### config.mk
export PLATFORM = sky130hd
export DESIGN_NAME = lstm_act_reader
export DESIGN_NICKNAME = d
export VERILOG_FILES = /design/src/rtl/lstm_pkg.sv /design/src/rtl/lstm_act_fifo2.sv /design/src/rtl/lstm_act_reader.sv
export SDC_FILE = /design/constraint.sdc
export NUM_CORES = 1
export LEC_CHECK = 0
export CAP_MARGIN = 10
export CORE_MARGIN = 2
export CORE_UTILIZATION = 45
export CTS_CLUSTER_SIZE = 16
export DETAILED_ROUTE_END_ITERATION = 8
export DONT_BUFFER_PORTS = 1
export GPL_ROUTABILITY_DRIVEN = 0
export GPL_TIMING_DRIVEN = 0
export PLACE_DENSITY = 0.68
export SLEW_MARGIN = 10
export SYNTH_ARGS = -nofsm -noshare
export SYNTH_HDL_FRONTEND = slang
export SYNTH_SLANG_ARGS = --single-unit
### constraint.sdc
create_clock -name wclk -period 6.7 [get_ports wclk]
set_clock_uncertainty 0.1 [all_clocks]
set_input_delay 0.67 -clock wclk [delete_from_list [all_inputs] [get_ports wclk]]
set_output_delay 0.67 -clock wclk [all_outputs]
set_load 0.02 [all_outputs]
### src/rtl/lstm_pkg.sv
// Shared LSTM definitions: act-reader FSM encoding, direction flags and
// activation-SRAM base addresses shared with the LSTM sequencer.
package lstm_pkg;

  typedef enum logic [1:0] {
    ST_IDLE  = 2'd0,
    ST_READ  = 2'd1,
    ST_DRAIN = 2'd2,
    ST_DONE  = 2'd3
  } act_rd_state_t;

  localparam logic DIR_FWD = 1'b0;
  localparam logic DIR_BWD = 1'b1;

  localparam int unsigned LSTM_HS = 32;
  localparam int unsigned LSTM_T  = 64;

  localparam int unsigned ACT_ADDR_FWD_INIT = 0;
  localparam int unsigned ACT_ADDR_BWD_INIT = LSTM_T * LSTM_HS;

  // Counter width for a 0..n-1 range; a single-value range still gets one bit.
  function automatic int unsigned cnt_w(input int unsigned n);
    return (n > 1) ? $clog2(n) : 1;
  endfunction

endpackage

### src/rtl/lstm_act_fifo2.sv
// Two-entry FIFO buffering act-SRAM return data plus tag bits.
module lstm_act_fifo2 #(
  parameter int unsigned W = 10
) (
  input  logic         wclk,
  input  logic         rst,
  input  logic         push,
  input  logic [W-1:0] din,
  input  logic         pop,
  output logic [W-1:0] dout,
  output logic [1:0]   count,
  output logic         empty
);

  logic [W-1:0] mem [2];
  logic         wr_ptr;
  logic         rd_ptr;
  logic         push_ok;
  logic         pop_ok;

  assign pop_ok  = pop && (count != 2'd0);
  assign push_ok = push && ((count != 2'd2) || pop_ok);
  assign dout    = mem[rd_ptr];
  assign empty   = (count == 2'd0);

  always_ff @(posedge wclk) begin
    if (rst) begin
      mem[0] <= '0;
      mem[1] <= '0;
      wr_ptr <= 1'b0;
      rd_ptr <= 1'b0;
      count  <= 2'd0;
    end else begin
      if (push_ok) begin
        mem[wr_ptr] <= din;
        wr_ptr      <= ~wr_ptr;
      end
      if (pop_ok) begin
        rd_ptr <= ~rd_ptr;
      end
      case ({push_ok, pop_ok})
        2'b10:   count <= count + 2'd1;
        2'b01:   count <= count - 2'd1;
        default: count <= count;
      endcase
    end
  end

endmodule

### src/rtl/lstm_act_reader.sv
// Streams final-layer forward/backward hidden states out of the activation
// SRAM as a valid/ready byte stream, HS fwd then HS bwd bytes per timestep.
module lstm_act_reader
  import lstm_pkg::*;
#(
  parameter int unsigned DATA_DW       = 8,
  parameter int unsigned SRAM8192_AW   = 13,
  parameter int unsigned HS            = LSTM_HS,
  parameter int unsigned T             = LSTM_T,
  parameter int unsigned ADDR_FWD_INIT = ACT_ADDR_FWD_INIT,
  parameter int unsigned ADDR_BWD_INIT = T * HS
) (
  input  logic                      wclk,
  input  logic                      rst,
  input  logic                      start,
  input  logic [DATA_DW-1:0]        sram_act_dout,
  output logic [SRAM8192_AW-1:0]    addr_sram_act,
  output logic                      sram_act_en,
  output logic                      sram_act_we,
  output logic signed [DATA_DW-1:0] out_data,
  output logic                      out_vld,
  input  logic                      out_rdy,
  output logic                      out_last_t,
  output logic                      out_last,
  output logic                      busy,
  output logic                      done
);

  localparam int unsigned IW = cnt_w(HS);
  localparam int unsigned TW = cnt_w(T);
  localparam int unsigned FW = DATA_DW + 2;

  act_rd_state_t state_q, state_d;

  logic [IW-1:0]          i_q;
  logic                   dir_q;
  logic [TW-1:0]          t_q;
  logic                   inflight_q;
  logic                   last_t_q;
  logic                   last_q;
  logic [SRAM8192_AW-1:0] addr_q;
  logic [SRAM8192_AW-1:0] addr_now;

  logic [1:0]    fifo_count;
  logic          fifo_empty;
  logic [FW-1:0] fifo_dout;

  logic       pop;
  logic       issue;
  logic       credit_ok;
  logic [2:0] occ;
  logic       i_end;
  logic       t_end;
  logic       last_addr;
  logic       tag_last_t;
  logic       tag_last;

  assign pop = !fifo_empty && out_rdy;

  // A slot freed by this cycle's pop is reusable immediately; otherwise the
  // 1-cycle SRAM latency would halve throughput with out_rdy held high.
  assign occ       = 3'(fifo_count) + 3'(inflight_q);
  assign credit_ok = (occ < (3'd2 + 3'(pop)));

  assign i_end      = (i_q == IW'(HS - 1));
  assign t_end      = (t_q == TW'(T - 1));
  assign tag_last_t = i_end && (dir_q == DIR_BWD);
  assign tag_last   = tag_last_t && t_end;
  assign last_addr  = tag_last;

  assign addr_now = ((dir_q == DIR_BWD) ? SRAM8192_AW'(ADDR_BWD_INIT) : SRAM8192_AW'(ADDR_FWD_INIT))
                  + SRAM8192_AW'(t_q) * SRAM8192_AW'(HS)
                  + SRAM8192_AW'(i_q);

  always_comb begin
    state_d = state_q;
    issue   = 1'b0;
    busy    = 1'b0;
    done    = 1'b0;
    case (state_q)
      ST_IDLE: begin
        if (start) state_d = ST_READ;
      end
      ST_READ: begin
        busy  = 1'b1;
        issue = credit_ok;
        if (issue && last_addr) state_d = ST_DRAIN;
      end
      ST_DRAIN: begin
        busy = 1'b1;
        // Leave once the FIFO empties this cycle, so done follows the last byte directly.
        if (!inflight_q && ((fifo_count == 2'd0) || ((fifo_count == 2'd1) && pop)))
          state_d = ST_DONE;
      end
      ST_DONE: begin
        done    = 1'b1;
        state_d = ST_IDLE;
      end
      default: state_d = ST_IDLE;
    endcase
  end

  assign sram_act_en   = issue;
  assign sram_act_we   = 1'b0;
  assign addr_sram_act = issue ? addr_now : addr_q;

  always_ff @(posedge wclk) begin
    if (rst) begin
      state_q    <= ST_IDLE;
      i_q        <= '0;
      dir_q      <= DIR_FWD;
      t_q        <= '0;
      inflight_q <= 1'b0;
      last_t_q   <= 1'b0;
      last_q     <= 1'b0;
      addr_q     <= '0;
    end else begin
      state_q    <= state_d;
      inflight_q <= issue;
      if ((state_q == ST_IDLE) && start) begin
        i_q   <= '0;
        dir_q <= DIR_FWD;
        t_q   <= '0;
      end else if (issue) begin
        addr_q   <= addr_now;
        last_t_q <= tag_last_t;
        last_q   <= tag_last;
        if (i_end) begin
          i_q <= '0;
          if (dir_q == DIR_BWD) begin
            dir_q <= DIR_FWD;
            t_q   <= t_end ? '0 : t_q + TW'(1);
          end else begin
            dir_q <= DIR_BWD;
          end
        end else begin
          i_q <= i_q + IW'(1);
        end
      end
    end
  end

  lstm_act_fifo2 #(
    .W (FW)
  ) u_fifo (
    .wclk  (wclk),
    .rst   (rst),
    .push  (inflight_q),
    .din   ({sram_act_dout, last_t_q, last_q}),
    .pop   (pop),
    .dout  (fifo_dout),
    .count (fifo_count),
    .empty (fifo_empty)
  );

  assign out_vld    = !fifo_empty;
  assign out_data   = fifo_dout[FW-1:2];
  assign out_last_t = fifo_dout[1] && !fifo_empty;
  assign out_last   = fifo_dout[0] && !fifo_empty;

endmodule

==> metrics.md <==
| Metric | Value |
|---|---|
| Run status | completed |
| Deepest clock path buffer count | 2 |
| Top Family by Delay on Critical Path | simple AND/OR/NAND/NOR gates |
| Final Hold Vio Count | 0 |
| Post-route ant nets | 0 |
| Crit path kind | flop to output port |
| CP bufs+invs | 4 |
| PD cells | 323 nW/um^2 |
| CTS buffer count | 5 |
| Initial Utilization | 46.4% |
| Via count | ~1.9k |
| Clk_lat worst skew | 0.31 ns |
| FILL cells | 570 |
| Synth async-reset ratio | 0% |
| Fin Setup TNS | 0 ns |
| Total gr overflow | 0 |
| Cell with the largest stage delay on the worst path | or3b_4 |
| Met1 usage | between 20% and 30% |
| Power share of the sequential group | 42.1% |
| Clock sink total | 55 |
| Crit path cell chain | inv_1 -> ha_1 -> or3b_4 -> a21o_1 -> buf_6 -> inv_2 -> buf_2 -> nand2_1 -> nand2_1 |
| Stages on worst setup path | 9 |
| Post-synth EDFFs | 20 |
| Placement row count | 28 |
| Diode count | 0 |
| Largest net degree at the start of global routing | 19 |
| #FFs+latches synth | 55 |
| Leak | 1.14 nW |
| CP peak stage delay | 0.47 ns |
| Initial antenna violation count | 0 |
| Post-CTS Setup Bufs | 0 |
| Area occupied by multi-input gates | around 1300 um^2 |
| Library cells used by synthesis | 49 |
| Peak supply drop | 0.166 mV |
| GR peak layer | met2 |
| Die W | between 80 and 90 um |
| First drt pass iteration count | 4 |
| IO buf count | 0 |
| # H-tree levels | 2 |
| Synthesized Nets | ~310 |
| Final period util | between 50% and 60% |
| P&R area growth vs syn | 7.61% |
| Mapped Area | ~2700 um^2 |
| Syn avg cell area | 9.70 um^2 |
| Max Slew Vio Count | 0 |
| Hpwl dp | 3890 um |
| Clock power share | 23.7% |
| Sw Share | a little over a third |
| IO Pins | 40 |
| Full die area | 6740 um^2 |
| GRT Total Usage | ~17% |
| Max_slew headroom | 38.0% |
| CTS resizes | 0 |
| Startpoint types | flop |
| Worst Path Arrival | roughly 2.7 ns |
| Sequential share of the synthesized area | 47.4% |
| CP most frequent cell | nand2_1 |
| Int Pwr | 608 uW |
| Per-cell routed wire length | 14.8 um |
| 1st-iter DRT viols | 87 |
| Logic gate share of total power | 34.2% |
| Minimum clock period | 3.47 ns |
| Worst Hold Path Cells | 1 |
| Max Cap Viol | 0 |
| Clk slew on worst S/H paths | 0.10 ns |
| P_sw | 348 uW |
| Yosys warnings | 0 |
| First-pass GRT wire length | 8610 um |
| Count of final setup violators | 0 |
| Routed vias/inst | 5.25 |
| CTS Hold Buffers Added | 0 |
| Data required, critical path | 5.93 ns |
| Crit Path Max Fanout | 10 |
| Vias in the first global route | roughly 1.8k |
| GR Util met3 | 4.46% |
| RSZ-0062 raised after global routing | no |
| Core region area | 5920 um^2 |
| NumNets Final | 316 |
| Reg2reg path depth | 5 |
| Critical Path Sink Type | output port |
| Post-route DRC | 0 |
| Total Power | 955 uW |
| Post-Syn Instances | 283 |
| Clock Tree Root | clkbuf_8 |
| CTS tree | yes |
| Reg area | roughly 1300 um^2 |
| Fmax | 0.288 GHz |
| Primary FF master, synth | dfxtp_1 |
| Tightest Pin Transition | 0.928 ns |
| Worst min-delay path class | flop to flop |
| Fraction of layout instances using a drive strength above 1 | 9.28% |
| Die Ht | 82.1 um |
| Met2 Use GR | 28.5% |
| Post-Route WL | ~5400 um |
registers in the layout, summed over array words and instances, names as in the netlist, named ones only:
name / flops
state_q: 2
u_fifo.wr_ptr: 1
last_t_q: 1
addr_q: 13
inflight_q: 1
dir_q: 1
u_fifo.rd_ptr: 1
i_q: 5
u_fifo.mem: 20
t_q: 6
u_fifo.count: 2
last_q: 1
cell usage in the layout (no fill, tap or decap), types with 2 or more instances in the layout:
cell type   n
a211oi_1    3
a21oi_1     9
a31oi_1     3
and2_1     22
and3_1      2
buf_6       2
clkbuf_1   11
clkbuf_8    5
dfxtp_1    35
edfxtp_1   20
ha_1       14
inv_1       9
mux2_2      9
mux2i_1    16
nand2_1    45
nand3_1     4
nand4b_1    2
nor2_1     27
nor2b_1     3
nor3_1      3
nor3b_1     4
o21ai_0     6
o21ai_1     3
or4_1       3
xor2_1      3
Yosys cell counts, types with 4 or more instances:
library cell   n  area (um^2)
nor2_1        27          101
mux2i_1       16          160
ha_1          14          175
mux2_2         9          101
o21ai_0        6         30.0
nor3b_1        4         30.0
dfxtp_1       35          701
nand3_1        4         20.0
edfxtp_1      20          601
and2_1        22          138
inv_1          9         33.8
a21oi_1        9         45.0
nand2_1       45          169
clkbuf_1      11         41.3
metrics by stage:
stage | cell area [um^2] | setup WS (ns) | hold slack (ns) | utilization (%) | std cells
3_5_place_dp | 2840 | 3.56 | 0.364 | 48.0 | 358
2_1_floorplan | 2750 | 3.89 | 0.352 | - | 283
5_1_grt | 2950 | 3.08 | 0.393 | 49.9 | 366
3_3_place_gp | 2840 | 3.56 | 0.358 | 48.0 | 358
6_report | 2950 | 3.23 | 0.375 | 49.9 | 366
4_1_cts | 2950 | 3.21 | 0.378 | 49.9 | 366
area by class of cell:
| class | count | area share, % |
|---|---|---|
| multi-input cells | 203 | 45.0 |
| clock inverters | 3 | 1.57 |
| inverters | 10 | 1.27 |
| clock buffers | 5 | 2.33 |
| flip-flops and latches | 55 | 44.0 |
| plain buffers | 15 | 2.58 |
| well taps | 75 | 3.18 |
power groups by stage:
stage	Combinational, mW	Clock [mW]	Sequential [mW]
final	0.327	0.227	0.402
after global routing	0.359	0.244	0.407
after global placement	0.326	0	0.408
after floorplan	0.270	0	0.404
after detailed placement	0.330	0	0.410
after CTS	0.330	0.231	0.402
cell families after synthesis:
| logic type | Yosys count | synth area share, % |
|---|---|---|
| AND/OR/NAND/NOR | 123 | 22.0 |
| flip-flops | 55 | 47.4 |
| AO/OA/AOI/OAI | 36 | 9.16 |
| multiplexers | 25 | 9.53 |
| buffers and inverters | 25 | 4.15 |
| adder cells (fa/ha/maj) | 14 | 6.38 |
| XOR/XNOR | 4 | 1.28 |
| other | 1 | 0.137 |
worst paths after layout:
path / startpoint / end / slack [ns]
max: u_fifo.count[0] / addr_sram_act[9] / 3.23
max reg2reg: u_fifo.count[0] / u_fifo.mem[0][1] / 4.23
min: addr_q[12] / addr_q[12] / 0.37
min reg2reg: addr_q[12] / addr_q[12] / 0.37
layer usage:
metal  vias to the layer above  share of wire (%)  routed length [um]
li1                        985                  -                   -
met1                       895                 46                2470
met2                        36                 48                2580
met3                         5                5.6                 305
met4                         0                1.1                  61
met5                         -                  0                   0
Note: power is estimated with default switching activity, not from simulation.
